`config.mk`:
```
export PLATFORM = sky130hd
export DESIGN_NAME = dbus_arbiter
export DESIGN_NICKNAME = d
export VERILOG_FILES = /design/src/rtl/dbus_arbiter.sv
export SDC_FILE = /design/constraint.sdc
export NUM_CORES = 1
export LEC_CHECK = 0
export ABC_AREA = 0
export BUFFER_PORTS_ARGS = -buffer_cell sky130_fd_sc_hd__buf_2
export CORE_AREA = 2 2 116 118
export CTS_CLUSTER_SIZE = 30
export DETAILED_ROUTE_END_ITERATION = 10
export DIE_AREA = 0 0 118 120
export PLACE_DENSITY = 0.47
export SETUP_SLACK_MARGIN = 0.3
export SLEW_MARGIN = 0
export SYNTH_ARGS = -nofsm -noshare
export SYNTH_HDL_FRONTEND = slang
export SYNTH_SLANG_ARGS = --single-unit
```
`constraint.sdc`:
```
create_clock -name clk_i -period 1.8 [get_ports clk_i]
set_clock_uncertainty 0.15 [all_clocks]
set_input_delay 0.09 -clock clk_i [delete_from_list [all_inputs] [get_ports clk_i]]
set_output_delay 0.09 -clock clk_i [all_outputs]
set_load 0.02 [all_outputs]
```
`src/rtl/dbus_arbiter.sv`:
```
// Two-master data-bus arbiter: the CPU memory stage has default priority, and the DMA gets bounded forced bursts.
// A beat that the selected slave stalls (bus_rdy_i low) is locked to its owner until it completes.
module dbus_arbiter #(
    parameter int AW           = 32,
    parameter int DW           = 32,
    parameter int STARVE_LIMIT = 8,
    parameter int BURST_MAX    = 4
) (
    input  logic          clk_i,
    input  logic          rst_i,
    input  logic          cpu_req_i,
    input  logic          cpu_we_i,
    input  logic [AW-1:0] cpu_addr_i,
    input  logic [DW-1:0] cpu_wd_i,
    output logic [DW-1:0] cpu_rd_o,
    output logic          cpu_stall_o,
    input  logic          dma_req_i,
    input  logic          dma_we_i,
    input  logic [AW-1:0] dma_addr_i,
    input  logic [DW-1:0] dma_wd_i,
    output logic [DW-1:0] dma_rd_o,
    output logic          dma_ack_o,
    output logic          bus_we_o,
    output logic [AW-1:0] bus_addr_o,
    output logic [DW-1:0] bus_wd_o,
    input  logic [DW-1:0] bus_rd_i,
    input  logic          bus_rdy_i
);

    // state              | meaning
    // lock=0, forced=0   | free arbitration, CPU first
    // lock=0, forced=1   | DMA burst in progress, DMA first while it requests
    // lock=1, own=0      | CPU beat stalled by slave, held until bus_rdy_i
    // lock=1, own=1      | DMA beat stalled by slave, held until bus_rdy_i

    localparam int SW = $clog2(STARVE_LIMIT + 1);
    localparam int BW = $clog2(BURST_MAX + 1);
    localparam logic [SW-1:0] STARVE_MAX = SW'(STARVE_LIMIT);
    localparam logic [BW-1:0] BURST_LAST = BW'(BURST_MAX - 1);

    logic          lock_q, lock_d;
    logic          lock_own_q, lock_own_d;
    logic          forced_q, forced_d;
    logic [SW-1:0] starve_q, starve_d;
    logic [BW-1:0] burst_q, burst_d;

    logic gnt_cpu, gnt_dma, gnt_any;

    always_ff @(posedge clk_i) begin
        if (rst_i) begin
            lock_q     <= 1'b0;
            lock_own_q <= 1'b0;
            forced_q   <= 1'b0;
            starve_q   <= '0;
            burst_q    <= '0;
        end else begin
            lock_q     <= lock_d;
            lock_own_q <= lock_own_d;
            forced_q   <= forced_d;
            starve_q   <= starve_d;
            burst_q    <= burst_d;
        end
    end

    always_comb begin
        lock_d     = gnt_any & ~bus_rdy_i;
        lock_own_d = lock_own_q;
        if (gnt_any && !bus_rdy_i) begin
            lock_own_d = gnt_dma;
        end

        starve_d = starve_q;
        if (!dma_req_i || dma_ack_o) begin
            starve_d = '0;
        end else if (!gnt_dma && !forced_q && starve_q != STARVE_MAX) begin
            starve_d = starve_q + 1'b1;
        end

        forced_d = forced_q;
        burst_d  = burst_q;
        if (forced_q) begin
            // The burst ends on its last ack or as soon as the DMA stops asking.
            if (!dma_req_i || (dma_ack_o && burst_q == BURST_LAST)) begin
                forced_d = 1'b0;
                burst_d  = '0;
            end else if (dma_ack_o) begin
                burst_d = burst_q + 1'b1;
            end
        end else if (starve_d == STARVE_MAX) begin
            forced_d = 1'b1;
        end
    end

    always_comb begin
        gnt_cpu = 1'b0;
        gnt_dma = 1'b0;
        if (!rst_i) begin
            if (lock_q) begin
                gnt_cpu = ~lock_own_q;
                gnt_dma = lock_own_q;
            end else if (forced_q && dma_req_i) begin
                gnt_dma = 1'b1;
            end else if (cpu_req_i) begin
                gnt_cpu = 1'b1;
            end else if (dma_req_i) begin
                gnt_dma = 1'b1;
            end
        end
        gnt_any = gnt_cpu | gnt_dma;

        bus_we_o   = 1'b0;
        bus_addr_o = '0;
        bus_wd_o   = '0;
        cpu_rd_o   = '0;
        dma_rd_o   = '0;
        if (gnt_cpu) begin
            bus_we_o   = cpu_we_i;
            bus_addr_o = cpu_addr_i;
            bus_wd_o   = cpu_wd_i;
            cpu_rd_o   = bus_rd_i;
        end else if (gnt_dma) begin
            bus_we_o   = dma_we_i;
            bus_addr_o = dma_addr_i;
            bus_wd_o   = dma_wd_i;
            dma_rd_o   = bus_rd_i;
        end

        cpu_stall_o = cpu_req_i & ~(gnt_cpu & bus_rdy_i);
        dma_ack_o   = gnt_dma & bus_rdy_i;
    end

endmodule

```
Yosys cells after proc, flatten, opt, wreduce, memory -nomap -nowiden

Index checks and enable logic that the tools add are counted.

Add/sub/neg operators: 2
Multipliers: 0
Div/mod/pow operators: 0
Magnitude comparators: 0
Eq/ne operators: 3
Shift operators: 0
Multiplexer cells: 25
Bitwise logic cells: 8
Reduce and logical (&&, ||, !) cells: 13

Operators by type and width:

| kind                                                                  | count |
|---|---|
| 32-bit two-way mux                                                    | 7 |
| 1-bit two-way mux                                                     | 14 |
| 4-bit two-way mux                                                     | 2 |
| 3-bit two-way mux                                                     | 2 |
| 1-bit logical AND                                                     | 5 |
| 4-bit by 1-bit adder with 4-bit output, second input constant         | 1 |
| 1-bit bitwise AND                                                     | 4 |
| 4-bit equality test, second input constant                            | 1 |
| 1-bit zero test                                                       | 4 |
| 4-bit != test, second input constant                                  | 1 |
| 3-bit by 1-bit adder with 3-bit output, second input constant         | 1 |
| 3-bit by 2-bit equality test with 1-bit output, second input constant | 1 |
| 1-bit inverter                                                        | 3 |
| 1-bit logical OR                                                      | 2 |
| 2-bit AND reduction                                                   | 1 |
| 2-bit nonzero test                                                    | 1 |
| 1-bit bitwise OR                                                      | 1 |

Register bits after elaboration: 10
Latch bits: 0
Memory bits (writable): 0
Memory bits (read-only): 0
Input port bits: 167
Output and inout bits: 131
Logic and storage cells: 56
Memories: 0

Depth between registers and ports, before layout

Word-level depth: 13
Depth in mapped cells: 7
Gate-level depth less buffers: 7

Worst setup path after synthesis

OpenSTA, ideal clock, no wires.

Path type: reg2reg
Start: register lock_q
End: register forced_q
Library setup time: 59 ps
Arrival: 1,569 ps
Data required time: 1,591 ps
Slack: 21 ps
Stages on the path, launching flop included: 6
Path buffers: 0
Clock period less this slack: 1,779 ps
Path through: dfxtp_1 -> or4b_1 -> o2111ai_1 -> mux2_1 -> o211ai_1 -> a41o_1

Word-level cells in the longest chain between the ends: 10
Elaborated cells on any way between the ends: 15
Those cells by class: 1 x eq/ne; 7 x mux; 1 x bitwise; 6 x reduce/logical

Ends and longest elaborated chain:

| item                            | line | source |
|---|---|---|
| start, declared                 | 41   | `logic lock_q, lock_d;` |
| start signal, assigned          | 57   | `lock_q <= lock_d;` |
| 1-bit two-way mux *             | 98   | `if (lock_q) begin` |
| 1-bit two-way mux *             | 97   | `if (!rst_i) begin` |
| 1-bit zero test                 | 75   | `end else if (!gnt_dma && !forced_q && starve_q != STARVE_MAX) begin` |
| 1-bit logical AND (2 in series) | 75   |  |
| 4-bit two-way mux               | 75   |  |
| 4-bit two-way mux               | 73   | `if (!dma_req_i \|\| dma_ack_o) begin` |
| 4-bit equality test             | 89   | `end else if (starve_d == STARVE_MAX) begin` |
| 1-bit two-way mux               | 89   |  |
| 1-bit two-way mux *             | 81   | `if (forced_q) begin` |
| end signal, assigned            | 59   | `forced_q <= forced_d;` |
| end, declared                   | 43   | `logic forced_q, forced_d;` |

Mark *: on every way between the ends. The rest lies on a longest branch, timed or not.
A chain may end at the register's enable or synchronous reset.

Worst setup path in the final report

Start: register lock_q
End: output port bus_wd_o[26]

Word-level cells in the longest chain between the ends: 4
Elaborated cells on any way between the ends: 6
Those cells by class: 6 x mux

Ends and longest elaborated chain:

| item                 | line | source |
|---|---|---|
| 1-bit two-way mux    | 98   |  |
| 1-bit two-way mux    | 97   |  |
| 32-bit two-way mux   | 121  | `end else if (gnt_dma) begin` |
| 32-bit two-way mux * | 116  | `if (gnt_cpu) begin` |
| end, declared        | 25   | `output logic [DW-1:0] bus_wd_o,` |

Marked as above.

==> results.tsv <==
metric	value	unit
clk_path_buf_depth	2	
maxCapViolCount	0	
cpPeakStageDelay	0.35	ns
cts_tree	built	
antenna_found_initial	1	
start_kind	flip-flop	
crit_fanout	14	
cts_buffers	3	
hold_class	input port to flip-flop	
start_util	0.128	
nFillCells	1222	
worst_slew_pin_slew	0.420	ns
fin_crit	1.95	ns
cp_cell_sequence	nor2b_4 > a31oi_4 > nor2_4 > buf_12 > buf_12 > a22o_4 > buf_2	
synth_cells	224	
reg2reg_depth	6	
place_hpwl	8340	µm
fin_nets	721	
synth_cell_types	35	
finalSetupTns	-14.31	ns
wl_met3	827	µm
syn_area_per_cell	7.43	µm²
powerDensity	407	nW/µm²
first_iter_violations	79	
final_common_cell	buf_2	
violations	negative setup slack	
dp_cells	697	
final_core_util	0.427	
fin_ws	-0.150	ns
worstSetupEndpointType	output pin	
cp_slowest_cell	dfxtp_4	
routabilityCongestion	0.814	
setup_viol	126	
clock.fmax	513	MHz
ys_seq_area_frac	0.120	
async_flop_share	0	
yosys.area.top_type_share	0.342	
slew_headroom	0.717	
synth.area.top_cells	a22o_1 (34%), and2_1 (24%), dfxtp_1 (12%)	
cts_root_buffer	clkbuf_16	
grt_setup_unrepaired	yes	
wirelength	11800	µm
drc	0	
synth_area_leader_cell	a22o_1	
ir_drop	0.248	mV
h-tree-depth	1	
dr.max_layer_used	met4	
grt-ovfl-total	0	
cp_common_cell	buf_12	
via_per_inst	4.35	
grt_pass1_wl	17300	µm
synthFlopType	dfxtp_1	
wl_met2	6690	µm
clkSinkCount	10	
die_x	118	µm
r2r-start	lock_q	
clk_pin_slew_worst_paths	0.04	ns
area_growth_syn_to_layout	233	%
syn_nets	395	
ff2ff_setup_slack	-0.07	ns
finalNonFillerCells	726	
startpoint	lock_q	
hold_slack	0.0712	ns
dr.pass1.iters	4	
drt-wirelength-per-cell	16.3	µm
drt-met1-wl	4240	µm
grt_usage	0.150	
synth_seq_cells	10	
portBuffers	297	
holdPathStages	3	
finalMaxSlewViolations	0	
synth_edf_count	0	
clk_latency	0.24	ns
grt_max_degree	32	
layout_common_cells	buf_2 (180), buf_6 (96), a22o_4 (65)	
power_leakage	2.92	nW
detail-route-antenna-nets	0	
ys_warn_count	0	
row_count	42	
hold_viol	0	
arrival	1.71	ns
dieArea	14200	µm²
syn_area	1660	µm²
vias	3160	
dieHeight	120	µm
grt_pass1_vias	3352	
pin_count	298	
path_class	flip-flop to output pin	
drive_above_1_share	0.900	
critPathRequiredTime	1.56	ns
outcome	finished, violations left	
post-route-period-util	1.08	
design.core.area	13000	µm²
worstHoldStart	dma_req_i	
## area by class of cell
cell class,instances,area (µm²),area share
Inverter,7,26.3,0.00474
Tap cell,176,220,0.0398
Multi-Input combinational cell,184,2110,0.381
Clock buffer,4,88.8,0.0160
Sequential cell,10,209,0.0377
Antenna cell,1,2.50,0.000452
Timing Repair Buffer,344,2880,0.520
## registers in the layout, indices dropped and copies added, names as in the netlist
signal / count
forced_q: 1
lock_q: 1
starve_q: 4
lock_own_q: 1
burst_q: 3
## worst max-delay path: cells and delay by family (launching register included)
| family | cells | cell delay (ns) |
|---|---|---|
| buf+inv | 3 | 0.48 |
| simple gates | 2 | 0.21 |
| compound gates | 2 | 0.42 |
| flops | 1 | 0.35 |
## cell usage after synthesis (4+ instances only)
| cell type | instances |
|---|---|
| nor2_1 | 8 |
| clkbuf_1 | 14 |
| a21oi_1 | 5 |
| buf_2 | 9 |
| dfxtp_1 | 10 |
| a22o_1 | 65 |
| and2_1 | 65 |
| ha_1 | 4 |
| nor3_1 | 4 |
| nand2_1 | 6 |
| inv_1 | 7 |
## logic make-up after synthesis
kind of cell	after synthesis	synth area share
adder cells (fa/ha/maj)	4	0.0301
AO/OA/AOI/OAI	85	0.429
flip-flops	10	0.120
multiplexers	2	0.0128
buffers and inverters	30	0.0744
AND/OR/NAND/NOR	92	0.328
XOR/XNOR	1	0.00526
## final timing paths
check,endpoint
worst min register to register,burst_q[2]
worst max register to register,forced_q
worst max-delay path,bus_wd_o[26]
worst min-delay path,starve_q[2]
## where the power goes
group | total, W | switching [W] | internal [W]
logic | 0.00159 | 0.000686 | 0.000900
registers | 0.000230 | 0.00000475 | 0.000226
clock network | 0.000436 | 0.000103 | 0.000334
## through the flow
step	cell area [µm²]	setup slack [ns]	power, W
floorplan	2400	0.129	0.000914
global placement	4250	0.0252	0.00138
detailed placement	4250	-0.00537	0.00139
CTS	5270	-0.178	0.00217
global route	5540	-0.222	0.00236
finish	5540	-0.150	0.00225
## metal layers
layer | track usage | up-vias
li1 | - | 1493
met1 | 0.159 | 1477
met2 | 0.311 | 184
met3 | 0.0242 | 6
met4 | 0.0271 | 0
met5 | 0 | -
## timing repair
action	in CTS	in global routing
buffers inserted	12	1
hold buffers	0	0
endpoints found under the hold margin	0	0
pin swaps	27	18
gates cloned	9	2
setup endpoints to repair	141	141
gates resized for setup	214	63
No activity file was read; power rests on OpenSTA's default activity.
